==> config.mk <==
export PLATFORM = sky130hd
export DESIGN_NAME = decision_unit_flat
export DESIGN_NICKNAME = d
export VERILOG_FILES = /design/src/rtl/decision_unit_pkg.sv /design/src/rtl/decision_unit_if.sv /design/src/rtl/decision_unit.sv /design/src/flat_wrapper.sv
export SDC_FILE = /design/constraint.sdc
export NUM_CORES = 1
export LEC_CHECK = 0
export ABC_AREA = 1
export CORE_ASPECT_RATIO = 0.75
export CORE_MARGIN = 3
export CORE_UTILIZATION = 41
export DETAILED_ROUTE_END_ITERATION = 10
export PLACE_DENSITY = 0.76
export SLEW_MARGIN = 5
export SYNTH_ARGS = -nofsm -noshare
export SYNTH_HDL_FRONTEND = slang
export SYNTH_SLANG_ARGS = --single-unit
==> constraint.sdc <==
create_clock -name clk -period 1.6 [get_ports clk]
set_clock_uncertainty 0.1 [all_clocks]
set_input_delay 0.32 -clock clk [delete_from_list [all_inputs] [get_ports clk]]
set_output_delay 0.32 -clock clk [all_outputs]
set_load 0.01 [all_outputs]
==> src/rtl/decision_unit_pkg.sv <==
// Shared sat-engine definitions: variable-state encodings, decision-unit FSM states,
// and the default decision-level width.
package decision_unit_pkg;

    localparam logic [1:0] VAR_FREE    = 2'b00;
    localparam logic [1:0] VAR_FALSE   = 2'b01;
    localparam logic [1:0] VAR_TRUE    = 2'b10;
    localparam logic [1:0] VAR_ILLEGAL = 2'b11;

    localparam int unsigned DefaultWidthLvl = 16;

    typedef enum logic [1:0] {
        StIdle,
        StScan,
        StAssign,
        StDone
    } du_state_e;

    // Only the all-zero encoding counts as free; 2'b11 is treated as assigned.
    function automatic logic var_is_free(logic [1:0] state);
        return state == VAR_FREE;
    endfunction

endpackage

==> src/rtl/decision_unit_if.sv <==
// Decision handshake between the core controller (master) and the decision unit (slave).
interface decision_unit_if
    import decision_unit_pkg::*;
#(
    parameter int unsigned NUM_VARS      = 8,
    parameter int unsigned WIDTH_VAR_IDX = 3,
    parameter int unsigned WIDTH_LVL     = DefaultWidthLvl
);

    logic                      start_decision_i;
    logic [2*NUM_VARS-1:0]     var_state_i;
    logic                      load_lvl_i;
    logic [WIDTH_LVL-1:0]      bkt_lvl_i;
    logic                      assign_en_o;
    logic [WIDTH_VAR_IDX-1:0]  decided_var_o;
    logic [1:0]                decided_value_o;
    logic [WIDTH_LVL-1:0]      cur_lvl_o;
    logic                      no_free_var_o;
    logic                      done_decision_o;
    logic                      busy_o;

    modport master (
        output start_decision_i,
        output var_state_i,
        output load_lvl_i,
        output bkt_lvl_i,
        input  assign_en_o,
        input  decided_var_o,
        input  decided_value_o,
        input  cur_lvl_o,
        input  no_free_var_o,
        input  done_decision_o,
        input  busy_o
    );

    modport slave (
        input  start_decision_i,
        input  var_state_i,
        input  load_lvl_i,
        input  bkt_lvl_i,
        output assign_en_o,
        output decided_var_o,
        output decided_value_o,
        output cur_lvl_o,
        output no_free_var_o,
        output done_decision_o,
        output busy_o
    );

endinterface

==> src/rtl/decision_unit.sv <==
// Decision responder: scans for the first free variable one per cycle, assigns it
// VAR_FALSE, bumps the saturating decision level and pulses done.
module decision_unit
    import decision_unit_pkg::*;
#(
    parameter int unsigned NUM_VARS      = 8,
    parameter int unsigned WIDTH_VAR_IDX = 3,
    parameter int unsigned WIDTH_LVL     = DefaultWidthLvl
) (
    input logic             clk,
    input logic             rst,
    decision_unit_if.slave  bus
);

    localparam logic [WIDTH_VAR_IDX-1:0] LastIdx = WIDTH_VAR_IDX'(NUM_VARS - 1);
    localparam logic [WIDTH_LVL-1:0]     LvlMax  = '1;

    du_state_e                state_q, state_d;
    logic [WIDTH_VAR_IDX-1:0] scan_idx_q, scan_idx_d;
    logic [WIDTH_VAR_IDX-1:0] decided_var_q, decided_var_d;
    logic                     no_free_q, no_free_d;
    logic [WIDTH_LVL-1:0]     lvl_q, lvl_d;
    logic [1:0]               cur_var;

    always_ff @(posedge clk or posedge rst) begin
        if (rst) begin
            state_q       <= StIdle;
            scan_idx_q    <= '0;
            decided_var_q <= '0;
            no_free_q     <= 1'b0;
            lvl_q         <= '0;
        end else begin
            state_q       <= state_d;
            scan_idx_q    <= scan_idx_d;
            decided_var_q <= decided_var_d;
            no_free_q     <= no_free_d;
            lvl_q         <= lvl_d;
        end
    end

    always_comb begin
        state_d       = state_q;
        scan_idx_d    = scan_idx_q;
        decided_var_d = decided_var_q;
        no_free_d     = no_free_q;
        lvl_d         = lvl_q;
        // Variable k occupies bits [2k+1:2k]; sampled live every scan cycle.
        cur_var       = bus.var_state_i[{scan_idx_q, 1'b0} +: 2];

        if (bus.load_lvl_i) begin
            // Backtrack reload overrides everything, aborting any decision in flight.
            lvl_d      = bus.bkt_lvl_i;
            state_d    = StIdle;
            scan_idx_d = '0;
        end else begin
            case (state_q)
                StIdle: begin
                    if (bus.start_decision_i) begin
                        state_d    = StScan;
                        scan_idx_d = '0;
                        no_free_d  = 1'b0;
                    end
                end
                StScan: begin
                    if (var_is_free(cur_var)) begin
                        state_d       = StAssign;
                        decided_var_d = scan_idx_q;
                    end else if (scan_idx_q == LastIdx) begin
                        state_d   = StDone;
                        no_free_d = 1'b1;
                    end else begin
                        scan_idx_d = scan_idx_q + WIDTH_VAR_IDX'(1);
                    end
                end
                StAssign: begin
                    lvl_d   = (lvl_q == LvlMax) ? lvl_q : lvl_q + WIDTH_LVL'(1);
                    state_d = StDone;
                end
                StDone: begin
                    state_d = StIdle;
                end
                default: begin
                    state_d = StIdle;
                end
            endcase
        end
    end

    always_comb begin
        bus.assign_en_o     = (state_q == StAssign);
        bus.decided_value_o = (state_q == StAssign) ? VAR_FALSE : VAR_FREE;
        bus.done_decision_o = (state_q == StDone);
        bus.busy_o          = (state_q != StIdle);
        bus.decided_var_o   = decided_var_q;
        bus.no_free_var_o   = no_free_q;
        bus.cur_lvl_o       = lvl_q;
    end

endmodule

==> src/flat_wrapper.sv <==
// flat-port wrapper written by rule: the top's interface ports become plain ports
module decision_unit_flat import decision_unit_pkg::*;
#(
    parameter int unsigned NUM_VARS      = 8,
    parameter int unsigned WIDTH_VAR_IDX = 3,
    parameter int unsigned WIDTH_LVL     = DefaultWidthLvl
)
  (clk, rst, bus_start_decision_i, bus_var_state_i, bus_load_lvl_i, bus_bkt_lvl_i, bus_assign_en_o, bus_decided_var_o, bus_decided_value_o, bus_cur_lvl_o, bus_no_free_var_o, bus_done_decision_o, bus_busy_o);
  decision_unit_if #(.NUM_VARS(NUM_VARS), .WIDTH_VAR_IDX(WIDTH_VAR_IDX), .WIDTH_LVL(WIDTH_LVL)) bus_i ();
  input logic clk;
  input logic rst;
  input wire logic [$bits(bus_i.start_decision_i)-1:0] bus_start_decision_i;
  input wire logic [$bits(bus_i.var_state_i)-1:0] bus_var_state_i;
  input wire logic [$bits(bus_i.load_lvl_i)-1:0] bus_load_lvl_i;
  input wire logic [$bits(bus_i.bkt_lvl_i)-1:0] bus_bkt_lvl_i;
  output wire logic [$bits(bus_i.assign_en_o)-1:0] bus_assign_en_o;
  output wire logic [$bits(bus_i.decided_var_o)-1:0] bus_decided_var_o;
  output wire logic [$bits(bus_i.decided_value_o)-1:0] bus_decided_value_o;
  output wire logic [$bits(bus_i.cur_lvl_o)-1:0] bus_cur_lvl_o;
  output wire logic [$bits(bus_i.no_free_var_o)-1:0] bus_no_free_var_o;
  output wire logic [$bits(bus_i.done_decision_o)-1:0] bus_done_decision_o;
  output wire logic [$bits(bus_i.busy_o)-1:0] bus_busy_o;
  assign bus_i.start_decision_i = bus_start_decision_i;
  assign bus_i.var_state_i = bus_var_state_i;
  assign bus_i.load_lvl_i = bus_load_lvl_i;
  assign bus_i.bkt_lvl_i = bus_bkt_lvl_i;
  assign bus_assign_en_o = bus_i.assign_en_o;
  assign bus_decided_var_o = bus_i.decided_var_o;
  assign bus_decided_value_o = bus_i.decided_value_o;
  assign bus_cur_lvl_o = bus_i.cur_lvl_o;
  assign bus_no_free_var_o = bus_i.no_free_var_o;
  assign bus_done_decision_o = bus_i.done_decision_o;
  assign bus_busy_o = bus_i.busy_o;
  decision_unit #(.NUM_VARS(NUM_VARS), .WIDTH_VAR_IDX(WIDTH_VAR_IDX), .WIDTH_LVL(WIDTH_LVL)) u_core (.clk(clk), .rst(rst), .bus(bus_i));
endmodule
After elaboration in Yosys (flattened, before gate mapping) --
Cells that the tools add are included.
Cells by class: $add $sub $neg 2, multipliers 0, divide/modulo/power cells 0, magnitude comparators 0, equality and inequality tests 13, shift-type cells 1, muxes and demuxes 18, bitwise operators 1, reduce and logical (&&, ||, !) cells 11
Operators with widths (number):
- $mux 16 | 3
- $add 16x1->16 const B | 1
- $eq 16x16->1 const B | 1
- $shiftx 16x5->2 | 1
- $mux 3 | 4
- $ne 3x3->1 const B | 3
- $mux 2 | 4
- $pmux 2 s4 | 1
- $ne 2x2->1 const B | 3
- $pmux 3 s2 | 1
- $reduce_bool 2->1 | 3
- $reduce_and 5->1 | 1
- $eq 2x2->1 const B | 2
- $logic_not 2->1 | 2
- $mux 1 | 4
- $ne 4x2->1 const B | 1
- $reduce_and 2->1 | 2
- $reduce_and 4->1 | 1
- $add 3x1->3 const B | 1
- $eq 3x3->1 const B | 1
- $reduce_and 3->1 | 1
- $reduce_bool 3->1 | 1
- $eq 2x1->1 const B | 1
- $ne 2x1->1 const B | 1
- 2 further kinds | 2
Storage, ports and cells: register bits 25, latch bits 0, RAM bits 0, ROM bits 0, bits of input ports 36, output and inout bits 25, word-level logic and storage cells 51, memories kept 0

Depth between registers and ports, before layout --
Gate-level depths: netlist of run 1.
depth in word-level cells 5, depth in mapped cells 11

Worst setup path before layout of run 1 --
OpenSTA, ideal clock, no wires.
kind flip-flop to flip-flop, from register u_core.lvl_q[0], in the netlist u_core.bus.cur_lvl_o[0], to register u_core.lvl_q[10], in the netlist u_core.bus.cur_lvl_o[10], setup time 0.116 ns, arrival time 1.601 ns, data required time 1.384 ns, path slack -0.217 ns, cell stages (with the launch flop) 12, buffers on the path 1, path through dfrtp_1 ha_1 nand3_1 nor2_2 nand2_2 nor2_4 nand2_2 a21oi_4 inv_2 buf_6 nand2_1 nand2_1
Between the ends: longest elaborated chain between the ends 4, elaborated cells between the ends (all ways) 7, classes of those cells 1 x add/sub; 2 x eq/ne; 3 x mux; 1 x reduce/logical
RTL lines:
- start, declared | RTL line decision_unit.sv:22 | logic [WIDTH_LVL-1:0] lvl_q, lvl_d;
- start signal, assigned | RTL line decision_unit.sv:37 | lvl_q <= lvl_d;
- $add 16x1->16 | RTL line decision_unit.sv:76 | lvl_d = (lvl_q == LvlMax) ? lvl_q : lvl_q + WIDTH_LVL'(1);
- $mux 16 | RTL line decision_unit.sv:76
- $mux 16 | RTL line decision_unit.sv:56 | case (state_q)
- $mux 16 | RTL line decision_unit.sv:50 | if (bus.load_lvl_i) begin
Parallel ways exist; a longest one is shown, timed or not. The select of a mux whose other input is x is not followed. A chain may end at the register's enable or synchronous reset.

Worst setup path in the final report of run 1 --
from register u_core.lvl_q[0], in the netlist u_core.bus.cur_lvl_o[0], to register u_core.lvl_q[8], in the netlist u_core.bus.cur_lvl_o[8]
The elaborated chain is that of the path after synthesis.

==> qor.txt, run 1 <==
status -> complete, but fails checks
failing checks -> negative setup slack
first drt pass iteration count -> 4
post-synthesis sequential area ratio -> 34.8%
Post-DP HPWL -> 3980 um
area grow syn2layout -> 78.7%
die width -> 82.5 um
Hold WC Path Type -> input pin to async pin
Port Buffer Count -> 59
final net count -> 416
Clock Latency Late Sink -> 0.27 ns
vias per cell -> 5.17
final WL -> 6800 um
Initial Util -> 43.5%
count leader, synth -> nand2_1
CP dominant cell by count -> nand2_1
main flop type after synthesis -> dfrtp_1
Yosys reg bits -> 25
root buf cell -> clkbuf_8
worst path required time -> 1.72 ns
layout cells sized above 1 -> 35.6%
max incr delay on CP -> 0.40 ns
die area -> 5220 um^2
EDFF count, synth -> 0
CP max stage cell -> dfrtp_1
final setup vio count -> 23
core area -> 4130 um^2
Rows -> 20
Synth cell types -> 30
htree depth -> 1
deepest clock path buffer count -> 2
final count of pins violating max slew -> 0
IO Count -> 61
Synth Net Count -> 303
P per Cell Area -> 1220 nW/um^2
CP arrival -> 1.87 ns
slack of the critical path -> -0.153 ns
total clock sinks -> 25
Reg clk slew, reported paths -> 0.09 ns
Fin. Hold Viols -> 0
gr ovfl total -> 0
first-pass GRT wire length -> 9250 um
Remaining DRCs -> 0
First DRT Iteration DRCs -> 215
YS warnings -> 0
crit path cell chain -> ha_4 -> nand3_4 -> nor2_4 -> nand2_4 -> nor2_4 -> buf_4 -> buf_4 -> xor2_1 -> nand2_1 -> nand2_1 -> nand2_1 -> nand2_1
setup TNS -> -1.97 ns
CP Capture Type -> register
Non-Filler Instances -> 426
Leak -> 1.65 nW
final period demand of the worst path -> 1.75 ns
GPL Wtd Cong -> 0.907
CTS tree -> done
Antenna Cells -> 0
CP Max Fanout -> 3
path type of the worst setup path -> register to register
number of global-route vias before repair -> 1955
gr usage total -> 22.5%
minimum hold slack -> 0.305 ns
initial antenna violation count -> 0
Die Height -> 63.4 um
post-synth top area share -> 34.8%
largest net degree at the start of global routing -> 26
post-DR wirelength/cell -> 16.0 um
fraction of registers with async set/reset -> 100%
Synth top cells by count -> nand2_1 (90), inv_1 (28), dfrtp_1 (25)
cells after synthesis -> 259
Max Freq -> 0.570 GHz
CTS Buf Count -> 3
Mapped Area -> 1800 um^2
finished layout cell area -> 3210 um^2
share of the clock period used by the worst path -> 110%
Max Cap Viol -> 0
RSZ-0062 raised after global routing -> true
startpoint types -> register
dominant cell type by area after synthesis -> dfrtp_1
Area contributors post-synth -> dfrtp_1 (35%), nand2_1 (19%), inv_1 (5.8%)
Syn Area/Cell -> 6.94 um^2
Vias -> 2201
Placed Area -> 2740 um^2
VDD IR max -> 0.699 mV
# placed instances -> 407
Final ANT Viol Nets -> 0
-- where the power goes --
group	internal, W	leakage [nW]	switching (W)
Combinational	0.00123	1.31	0.00134
Clock	0.000177	0.0217	0.000220
Sequential	0.000812	0.320	0.000156
-- worst paths after layout --
| path | from | to | slack, ns | cells after the start |
|---|---|---|---|---|
| max in group asynchronous | rst | u_core.bus.cur_lvl_o[11] | 0.82 | 3 |
| min in group clk | u_core.bus.decided_var_o[0] | u_core.bus.decided_var_o[0] | 0.39 | 2 |
| min reg2reg | u_core.bus.decided_var_o[0] | u_core.bus.decided_var_o[0] | 0.39 | 2 |
| max reg2reg | u_core.bus.cur_lvl_o[0] | u_core.bus.cur_lvl_o[8] | -0.15 | 12 |
| min | rst | u_core.bus.decided_var_o[1] | 0.31 | 3 |
| max | u_core.bus.cur_lvl_o[0] | u_core.bus.cur_lvl_o[8] | -0.15 | 12 |
-- through the flow --
stage	power, W	setup WS [ns]	utilization [%]
after floorplan	0.00192	-0.205	-
after global routing	0.00419	-0.258	77.8
after CTS	0.00342	-0.0949	71.0
after global placement	0.00291	-0.123	66.2
final	0.00393	-0.153	77.8
after detailed placement	0.00294	-0.171	66.2
-- layout by cell type, fill, tap and decap left out, types with 7 or more instances in the layout --
cell type,Yosys,layout
dfrtp_1,25,24
buf_4,3,44
nor2_4,1,8
xor2_1,8,8
inv_2,5,8
inv_1,28,24
nand2_1,90,74
nand3_1,20,9
dlygate4sd2_1,0,18
o21ai_1,8,9
nand2_2,2,12
nor2_1,17,7
clkdlybuf4s50_1,0,36
buf_6,1,14
nand3_2,0,7
-- cell type report --
type / count / area [um^2]
clock inverter: 1 / 7.51
fill: 274 / 916
clock buffer: 3 / 41.3
sequential: 25 / 627
multi-input combinational: 193 / 1310
inverter: 33 / 126
tap: 55 / 68.8
timing repair buffer: 116 / 1030
-- registers in the layout (all words and copies together) (netlist names) --
name / cells
u_core.bus.no_free_var_o: 1
u_core.state_q: 2
u_core.bus.decided_var_o: 3
u_core.bus.cur_lvl_o: 16
u_core.scan_idx_q: 3
-- repair_timing --
action / 4_1_cts / 5_1_grt
hold buffers: 0 / 0
pin swaps: 7 / 24
endpoints found under the hold margin: 0 / 0
endpoints found under the setup margin: 48 / 30
resized for setup: 55 / 70
buffers inserted: 11 / 4
-- routing by layer --
metal / global-route usage (%) / vias up / wire length, um
li1: - / 1041 / -
met1: 33.6 / 1044 / 2860
met2: 33.7 / 90 / 3240
met3: 3.71 / 26 / 460
met4: 5.19 / 0 / 234
met5: 0 / - / 0
-- worst max-delay path, delay by kind of cell, from the launching register on --
family | cells | cell delay, ns
AND/OR/NAND/NOR | 8 | 0.68
flip-flops | 1 | 0.40
buffers and inverters | 2 | 0.20
adder cells (fa/ha/maj) | 1 | 0.16
XOR/XNOR | 1 | 0.15
-- cell families after synthesis --
kind of cell	count (synthesis)	synth area share, %
buffers and inverters	41	9.67
and+or+nand+nor	144	34.3
adders and majority gates	8	5.57
DFF	25	34.8
muxes	1	0.557
other	1	0.209
xor gates and xnor gates	9	4.38
AOI/OAI and AO/OA	30	10.5
No activity file was read; power rests on OpenSTA's default activity.
==> inputs of run 2 (changes only) <==
--- a/config.mk
+++ b/config.mk
@@ -8,9 +8,10 @@
 export ABC_AREA = 1
 export CORE_ASPECT_RATIO = 0.75
 export CORE_MARGIN = 3
-export CORE_UTILIZATION = 41
+export CORE_UTILIZATION = 40
 export DETAILED_ROUTE_END_ITERATION = 10
-export PLACE_DENSITY = 0.76
+export PLACE_DENSITY = 0.75
+export SKIP_CTS_REPAIR_TIMING = 1
 export SLEW_MARGIN = 5
 export SYNTH_ARGS = -nofsm -noshare
 export SYNTH_HDL_FRONTEND = slang
==> run 2 against run 1 <==
  * The flow still finishes with violations (negative setup slack)
  * Largest cell class unchanged
  * Sequential cell count unchanged
  * Final cell count decreased by 0.23%
  * Fmax fell by 2.2%
  * Combinational power increased by 6%
  * Global-route usage fell by 3.9 points
  * Clock power up 3%
  * First-iteration DRC count is 35% lower
  * Register-to-register slack got worse by 0.04 ns
  * Setup slack worse by 0.039 ns
  * Wire length fell by 3.5%
==> qor.txt, run 2 (synthesis gave the netlist of run 1 again) <==
status -> complete, but fails checks (unchanged)
failing checks -> negative setup slack (unchanged)
fill count -> 263 (was 274)
# placed instances -> 402 (was 407)
path type of the worst setup path -> register to register (unchanged)
final setup vio count -> 28 (was 23)
Port Buffer Count -> 59 (unchanged)
htree depth -> 1 (unchanged)
Max Freq -> 0.558 GHz (was 0.570 GHz)
VDD IR max -> 0.992 mV (was 0.699 mV)
Clock Latency Late Sink -> 0.29 ns (was 0.27 ns)
CTS Buf Count -> 3 (unchanged)
startpoint types -> register (unchanged)
vias per cell -> 5.05 (was 5.17)
total clock sinks -> 25 (unchanged)
commonest non-fill, non-tap cell in the layout -> nand2_1 (unchanged)
share of the clock period used by the worst path -> 112% (was 110%)
gr usage total -> 18.6% (was 22.5%)
post-DR wirelength/cell -> 15.4 um (was 16.0 um)
Critical Path Start -> u_core.bus.cur_lvl_o[0] (unchanged)
CP Capture Type -> register (unchanged)
CTS tree -> done (unchanged)
die area -> 5340 um^2 (was 5220 um^2)
Antenna Cells -> 0 (unchanged)
area grow syn2layout -> 80.3% (was 78.7%)
minimum hold slack -> 0.277 ns (was 0.305 ns)
Max Cap Viol -> 0 (unchanged)
first drt pass iteration count -> 5 (was 4)
Rows -> 20 (unchanged)
final count of pins violating max slew -> 0 (unchanged)
Flop pwr share -> 24.0% (was 24.6%)
number of global-route vias before repair -> 1750 (was 1955)
Reg clk slew, reported paths -> 0.10 ns (was 0.09 ns)
finished layout cell area -> 3240 um^2 (was 3210 um^2)
length in cells of the worst reg-to-reg path -> 10 (was 12)
final WL -> 6560 um (was 6800 um)
Hold WC Path Type -> input pin to async pin (unchanged)
Total Power -> 0.00413 W (was 0.00393 W)
worst path required time -> 1.70 ns (was 1.72 ns)
root buf cell -> clkbuf_8 (unchanged)
worst reg2reg setup slack -> -0.19 ns (was -0.15 ns)
initial antenna violation count -> 0 (unchanged)
GPL Wtd Cong -> 0.876 (was 0.907)
Leak -> 1.79 nW (was 1.65 nW)
First DRT Iteration DRCs -> 140 (was 215)
r2r endpoint -> u_core.bus.cur_lvl_o[12] (was u_core.bus.cur_lvl_o[8])
CP Max Fanout -> 7 (was 3)
die width -> 83.4 um (was 82.5 um)
P per Cell Area -> 1270 nW/um^2 (was 1220 nW/um^2)
max reg flops -> 16 (unchanged)
Final ANT Viol Nets -> 0 (unchanged)
Sw Pwr -> 0.00173 W (was 0.00172 W)
RSZ-0062 raised after global routing -> true (unchanged)
most frequent cells in the layout -> nand2_1 (80), buf_4 (44), clkdlybuf4s50_1 (36) (was nand2_1 (74), buf_4 (44), clkdlybuf4s50_1 (36))
final net count -> 415 (was 416)
first-pass GRT wire length -> 8130 um (was 9250 um)
Vias -> 2147 (was 2201)
deepest clock path buffer count -> 2 (unchanged)
Fin. Hold Viols -> 0 (unchanged)
Non-Filler Instances -> 425 (was 426)
core area -> 4180 um^2 (was 4130 um^2)
slack of the critical path -> -0.192 ns (was -0.153 ns)
Post-DP HPWL -> 3980 um (about the same)
footprint of the multi-input gates -> 1270 um^2 (was 1310 um^2)
clock share of power -> 9.9% (was 10.1%)
gr ovfl total -> 0 (unchanged)
Reg area -> 627 um^2 (unchanged)
layout cells sized above 1 -> 34.1% (was 35.6%)
Internal -> 0.00240 W (was 0.00222 W)
DP Worst Slack -> -0.156 ns (was -0.171 ns)
Initial Util -> 43.0% (was 43.5%)
logic gate share of total power -> 66.2% (was 65.3%)
Remaining DRCs -> 0 (unchanged)
final period demand of the worst path -> 1.79 ns (was 1.75 ns)
IO Count -> 61 (unchanged)
CP arrival -> 1.89 ns (was 1.87 ns)
RR Startpoint -> u_core.bus.cur_lvl_o[0] (unchanged)
Placed Area -> 2700 um^2 (was 2740 um^2)
Sw Ratio -> 42.0% (was 43.6%)
Die Height -> 64.1 um (was 63.4 um)
largest net degree at the start of global routing -> 26 (unchanged)
run 2: cell types whose count changed in the layout (fill, tap and decap cells not counted), sizes merged:
cell,change
dlygate4sd2,-18
dlymetal6s2s,+18
buf,-1
run 2: cell type report:
cell class	instances	area share, %
multi-input combinational	193	39.1
timing repair buffer	115	34.0
sequential	25	19.3
inverter	33	3.90
tap	55	2.12
clock buffer	3	1.27
clock inverter	1	0.232
run 2: power by group through the flow:
stage | clock (W) | sequential [W] | combinational, W
CTS | 0.000405 | 0.000974 | 0.00195
floorplan | 0 | 0.00108 | 0.000846
global route | 0.000435 | 0.00101 | 0.00293
finish | 0.000407 | 0.000990 | 0.00273
global placement | 0 | 0.000983 | 0.00189
detailed placement | 0 | 0.000986 | 0.00193
run 2: metrics by stage:
step / utilization [%] / setup TNS [ns]
final: 77.6 / -2.43
after CTS: 65.7 / -5.63
after floorplan: - / -2.20
after global placement: 64.6 / -2.43
after global routing: 77.6 / -4.56
after detailed placement: 64.6 / -3.01
run 2: per-layer routing:
layer  vias to the layer above  global-route usage, %  wire length [um]  share of wire [%]
met1                       997                   26.7              2590                 39
met5                         -                      0                 0                  0
met2                        88                   28.8              3300                 50
met4                         0                   5.42               259                3.9
met3                        25                   3.35               411                6.3
li1                       1037                      -                 -                  -
run 2: worst max-delay path by stage:
stage,cells past startpoint,endpoint,slack [ns]
3_3_place_gp,9,u_core.bus.decided_var_o[2],-0.14
2_1_floorplan,11,u_core.bus.cur_lvl_o[10],-0.21
4_1_cts,3,bus_decided_value_o[0],-0.38
5_1_grt,10,u_core.bus.cur_lvl_o[12],-0.26
3_5_place_dp,10,u_core.bus.decided_var_o[1],-0.16
6_report,10,u_core.bus.cur_lvl_o[12],-0.19
run 2: critical path, stage by stage (launching register included):
cell	delay, ns
dfrtp_1	0.36
ha_2	0.21
nand3_4	0.09
nor2_4	0.12
nand2_4	0.08
nor2_4	0.10
nand2_2	0.09
a21oi_4	0.21
buf_4	0.20
nand2_1	0.07
o211ai_1	0.08
==> edit 1, RTL diff (settings of run 2) <==
`NUM_VARS` is set to 8 in 3 places; all go to 4.
--- a/src/rtl/decision_unit_if.sv
+++ b/src/rtl/decision_unit_if.sv
@@ -2,7 +2,7 @@
 interface decision_unit_if
     import decision_unit_pkg::*;
 #(
-    parameter int unsigned NUM_VARS      = 8,
+    parameter int unsigned NUM_VARS      = 4,
     parameter int unsigned WIDTH_VAR_IDX = 3,
     parameter int unsigned WIDTH_LVL     = DefaultWidthLvl
 );
--- a/src/rtl/decision_unit.sv
+++ b/src/rtl/decision_unit.sv
@@ -3,7 +3,7 @@
 module decision_unit
     import decision_unit_pkg::*;
 #(
-    parameter int unsigned NUM_VARS      = 8,
+    parameter int unsigned NUM_VARS      = 4,
     parameter int unsigned WIDTH_VAR_IDX = 3,
     parameter int unsigned WIDTH_LVL     = DefaultWidthLvl
 ) (
--- a/src/flat_wrapper.sv
+++ b/src/flat_wrapper.sv
@@ -1,7 +1,7 @@
 // flat-port wrapper written by rule: the top's interface ports become plain ports
 module decision_unit_flat import decision_unit_pkg::*;
 #(
-    parameter int unsigned NUM_VARS      = 8,
+    parameter int unsigned NUM_VARS      = 4,
     parameter int unsigned WIDTH_VAR_IDX = 3,
     parameter int unsigned WIDTH_LVL     = DefaultWidthLvl
 )
Ports: changed (resized bus_var_state_i); port bits go from 61 to 53. The function was not compared with the original's and may differ.
==> edit 1 against run 2 <==
The run still ends with negative setup slack left. Die area down 2.5%. Wire length is 18% lower. Design area decreased by 12%. Worst setup slack improved by 0.11 ns. Area after synthesis shrank 2.7%. Synthesized cell count rose by 0.39%. Sequential cell count unchanged. Final cell count decreased by 5.6%. Total power fell by 13%. Critical path depth is 1 higher. Critical path type unchanged.
==> edit 1: results (changes against run 2) <==
Cells and area:
- The number of signal-net inverters in the final layout was 28 (was 33).
- The final-layout clock-cell area share is 1.58% (was 1.51%).
- The total number of multi-input combinational cells is 201 (was 193).
- The count of buffers not belonging to the clock network in the layout is 88 (was 115).
- The count of nets after finishing came to 383 (was 415).
- The count of sequential standard cells is 25 (unchanged).
- The count of fill cells added during filler insertion is 339 (was 263).
- The multi-input gate area in the final layout is 1120 um2 (was 1270 um2).
- The non-clock buffer area fraction after layout is 30.6% (was 34.0%).
- The final-layout clock buffer total is 4 (was 3).
- The share of the final layout cell area in sequential cells is 22.2% (was 19.3%).
- The layout cell share with drive strength beyond 1 came to 25.7% (was 34.1%).

Drt:
- The via count normalized by instance count is 4.98 (was 5.05).
- The routed via count is 1,996 (was 2,147).
- The wire length after detailed routing is 5.37 mm (was 6.56 mm).
- The number of optimization iterations in the first detailed-route pass is 4 (was 5).
- The violation count after the first detailed-routing iteration came to 208 (was 140).

Power and ir drop:
- The static leakage power is 1.63 nW (was 1.79 nW).
- The maximum VDD drop is 673 uV (was 992 uV).

Worst setup path:
- The arrival time of data at the critical path endpoint was 1.76 ns (was 1.89 ns).
- The family of cells with the greatest summed delay on the critical path is flip-flops (was simple AND/OR/NAND/NOR gates).
- The last element of the critical path is u_core.bus.cur_lvl_o[8] (was u_core.bus.cur_lvl_o[12]).
- The delay of the slowest critical-path stage is 0.41 ns (was 0.36 ns).
- The cell count of the worst reg-to-reg path is 11 (was 10).
- The standard cell with the maximum stage delay on the critical path is dfrtp_1 (unchanged).

Yosys:
- The mux contribution to synthesized area was 0.572% (was 0.557%).
- Most frequent cells after synthesis: nand2_1, dfrtp_1, inv_1 (was nand2_1, inv_1, dfrtp_1).
- Top cells by area, synth: dfrtp_1, nand2_1, ha_1 (was dfrtp_1, nand2_1, inv_1).
- The average footprint of a synthesized cell is 6.73 um2 (was 6.94 um2).
- The share of the synthesized area in compound gates (AO/OA/AOI/OAI) is 8.37% (was 10.5%).
- The fraction of synthesized cell area in xor and xnor cells is 2.50% (was 4.38%).
- The count of cell types in the netlist came to 27 (was 30).
- The post-synth net total is 296 (was 303).
- The post-synthesis share of cell area spent on full adders, half adders and majority gates came to 5.72% (was 5.57%).
- The sequential area share after synthesis is 35.8% (was 34.8%).

Outcome:
- Violated checks: negative setup slack (unchanged).
- Outcome: finished with violations (unchanged).

Place:
- The placer's final routability congestion estimate is 0.869 (was 0.876).
- The pre-CTS setup slack is -0.202 ns (was -0.156 ns).
- The count of buffers from port buffering is 51 (was 59).
- The instance count after placement with tap cells included is 386 (was 402).
- The half-perimeter wire length of the detailed placement result is 3.65 mm (was 3.98 mm).

STA:
- The post-layout worst setup margin was -0.0828 ns (was -0.192 ns).
- The final setup violation count was 17 (was 28).

GRT:
- The total global-route track usage is 18.8% (was 18.6%).
- The wire length of the first global-routing pass is 7.68 mm (was 8.13 mm).
- The via count of the first global-routing pass was 1,737 (was 1,750).

Clock network:
- The insertion delay of the later-clocked pin in the worst-skew pair is 0.27 ns (was 0.29 ns).
[edit 1: changes by cell type in the layout (fill, tap and decap cells not counted), sizes merged, moves of 3 or more]
cell	delta
nand3	-4
xor2	-6
inv	-6
buf	-20
a21boi	-3
clkdlybuf4s50	-9
nand2	+23
nand3b	-3
[edit 1: where the power goes]
group          switching [W]  internal (W)
combinational        0.00103       0.00110
sequential          0.000224      0.000852
clock               0.000216      0.000179
[edit 1: stage by stage]
stage / area [um2] / util (%) / hold slack, ns / TNS [ns]
final: 2860 / 69.2 / 0.291 / -1.06
after global placement: 2490 / 60.4 / 0.367 / -1.97
after floorplan: 1760 / - / 0.247 / -0.177
after detailed placement: 2490 / 60.4 / 0.369 / -2.86
after CTS: 2540 / 61.5 / 0.301 / -3.80
after global routing: 2860 / 69.2 / 0.330 / -2.36
[edit 1: metal layers]
layer,up-vias,wire (um),global-route usage [%]
met5,-,0,0
met1,939,2490,26.7
li1,996,-,-
met4,0,57,4.36
met2,55,2450,28.4
met3,6,366,4.86
==> edit 2, RTL diff (flow settings as in run 2) <==
Without the edit above. The 4 states of `du_state_e` get a one-hot encoding in 4 bits.
--- a/src/rtl/decision_unit_pkg.sv
+++ b/src/rtl/decision_unit_pkg.sv
@@ -9,11 +9,11 @@
 
     localparam int unsigned DefaultWidthLvl = 16;
 
-    typedef enum logic [1:0] {
-        StIdle,
-        StScan,
-        StAssign,
-        StDone
+    typedef enum logic [3:0] {
+        StIdle   = 4'b0001,
+        StScan   = 4'b0010,
+        StAssign = 4'b0100,
+        StDone   = 4'b1000
     } du_state_e;
 
     // Only the all-zero encoding counts as free; 2'b11 is treated as assigned.
Function: same outputs for any inputs over 10 cycles, from zero or initial values and one cycle with rst high; not proved beyond that.
==> edit 2 against run 2 <==
The flow still finishes with violations (negative setup slack). Area after synthesis is 3.8% higher. Sequential cell count is 2 higher. Worst setup slack improved by 0.024 ns. Wire length rose by 2.1%. First-iteration DRC count rose by 89%. Highest routed layer unchanged. Design area down 3.6%. Critical path type unchanged.
Power is not compared: it rests on default switching activity, and its combinational part moved more than twofold at a synthesized area within 25%.
==> edit 2: results (changes against run 2) <==
Outcome:
- Outcome: finished with violations (unchanged).
- Violated checks: negative setup slack (unchanged).

Yosys:
- Top cells by area, synth: dfrtp_1, nand2_1, inv_1 (unchanged).
- The count of cell types in the netlist is 32 (was 30).
- The sequential area share after synthesis is 36.3% (was 34.8%).
- The leading register cell type out of synthesis was dfrtp_1 (unchanged).
- The post-synth net total is 320 (was 303).
- The share of async-settable or async-resettable flops after synthesis is 100% (unchanged).
- Most frequent cells after synthesis: nand2_1, inv_1, dfrtp_1, nor2_1, nand3_1 (was nand2_1, inv_1, dfrtp_1).

Cells and area:
- The number of inserted diodes was 0 (unchanged).
- The layout cell share with drive strength beyond 1 was 28.6% (was 34.1%).
- The count of fill cells added during filler insertion is 307 (was 263).
- The number of flip-flops in the largest register came to 16 (unchanged).
- The count of nets after finishing came to 424 (was 415).

Clock network:
- The H-tree depth is 1 (unchanged).
- The clock buffer count from CTS is 3 (unchanged).
- The largest buffer count on any clock path is 2 (unchanged).
- The insertion delay of the later-clocked pin in the worst-skew pair came to 0.29 ns (about the same).
- The clock transition at the registers of the reported paths is 0.10 ns (about the same).

GRT:
- The wire length of the first global-routing pass is 8.65 mm (was 8.13 mm).
- The total global-route track usage was 19.3% (was 18.6%).
- The via count of the first global-routing pass is 1,873 (was 1,750).
- The maximum number of pins on one net before global-route repair came to 28 (was 26).
- The number of antenna violations at the first check in global routing is 0 (unchanged).

Power and ir drop:
- The maximum VDD drop is between 400 and 500 uV.
- Combinational logic burns between 40% and 50% of the power.
- Net switching is 37.4% of the power.

Place:
- The placer's final routability congestion estimate came to 0.902 (was 0.876).
- The half-perimeter wire length of the detailed placement result was 4.11 mm (was 3.98 mm).
- The count of buffers from port buffering is 59 (unchanged).

Drt:
- The routed via count came to 2,306 (was 2,147).
- The wire length after detailed routing is 6.70 mm (was 6.56 mm).
- The violation count after the first detailed-routing iteration is 264 (was 140).

STA:
- The final setup violation count is 19 (was 28).
- The post-layout worst setup margin is -0.168 ns (was -0.192 ns).

Worst setup path:
- The arrival time of data at the critical path endpoint is 1.85 ns (was 1.89 ns).
- The startpoint of the worst setup timing path is u_core.bus.cur_lvl_o[13] (was u_core.bus.cur_lvl_o[0]).
- The cell count of the worst reg-to-reg path is 9 (was 10).
- The biggest fanout along the worst timing path is 6 (was 7).
- The last element of the critical path is u_core.bus.cur_lvl_o[13] (was u_core.bus.cur_lvl_o[12]).

Min path:
- The worst hold-check path type is input port to async pin (unchanged).
## edit 2: cell count changes after synthesis, sizes merged, moves of 5 or more
cell / change
a21oi: -5
ha: -5
nand2: +6
nand4: +5
nor2: +10
xor2: -5
## edit 2: cell type report
type / count / area [um2] / area share, %
timing repair buffer: 108 / 1040 / 33.4
timing repair inverter: 1 / 11.3 / 0.360
inverter: 37 / 146 / 4.69
sequential: 27 / 686 / 21.9
clock buffer: 4 / 45.0 / 1.44
tap: 55 / 68.8 / 2.20
multi-input combinational: 207 / 1120 / 36.0
## edit 2: kinds of logic (layout without fill, tap and decap cells)
family,count (synthesis),count (layout),share of synthesized area [%]
and+or+nand+nor,172,172,39.9
AOI/OAI and AO/OA,26,26,7.91
other,1,1,0.201
xor gates and xnor gates,5,5,2.35
adders and majority gates,3,3,2.01
buffers and inverters,47,150,11.3
DFF,27,27,36.3
## edit 2: worst max-delay path, stage by stage (launching register included)
cell and delay, ns:
dfrtp_1 0.46, nand2_1 0.13, nor3_1 0.20, nand2_1 0.14, nor2_4 0.13, o21ai_4 0.08, buf_12 0.15, buf_6 0.13
nand3_1 0.08, o21ai_1 0.07
## edit 2: routing by layer
layer  track usage (%)  wire, um  vias up
met3              3.13       485       29
met4              4.94       235        0
li1                  -         -     1092
met1              28.1      2840     1074
met2              30.0      3140      111
met5                 0         0        -
## edit 2: worst min-delay path by stage
| stage | start | to |
|---|---|---|
| global placement | u_core.bus.decided_var_o[0] | u_core.bus.decided_var_o[0] |
| global route | rst | u_core.bus.cur_lvl_o[2] |
| CTS | rst | u_core.bus.cur_lvl_o[2] |
| finish | rst | u_core.bus.cur_lvl_o[2] |
| detailed placement | u_core.bus.decided_var_o[0] | u_core.bus.decided_var_o[0] |
| floorplan | rst | u_core.bus.cur_lvl_o[0] |
## edit 2: power by group through the flow
stage	Clock [W]	Sequential, W	Combinational, W
detailed placement	0	0.000882	0.000787
global placement	0	0.000879	0.000763
floorplan	0	0.000890	0.000383
global route	0.000439	0.000894	0.00106
CTS	0.000409	0.000870	0.000790
finish	0.000411	0.000879	0.000977
## edit 2: stage by stage
stage	setup WS, ns	instance area (um2)	hold slack (ns)	cells	TNS, ns
2_1_floorplan	0.00742	1870	0.272	281	0
3_3_place_gp	-0.148	2660	0.384	411	-2.31
3_5_place_dp	-0.188	2660	0.387	411	-3.11
4_1_cts	-0.376	2710	0.259	415	-3.30
5_1_grt	-0.281	3120	0.251	439	-4.36
6_report	-0.168	3120	0.243	439	-2.13
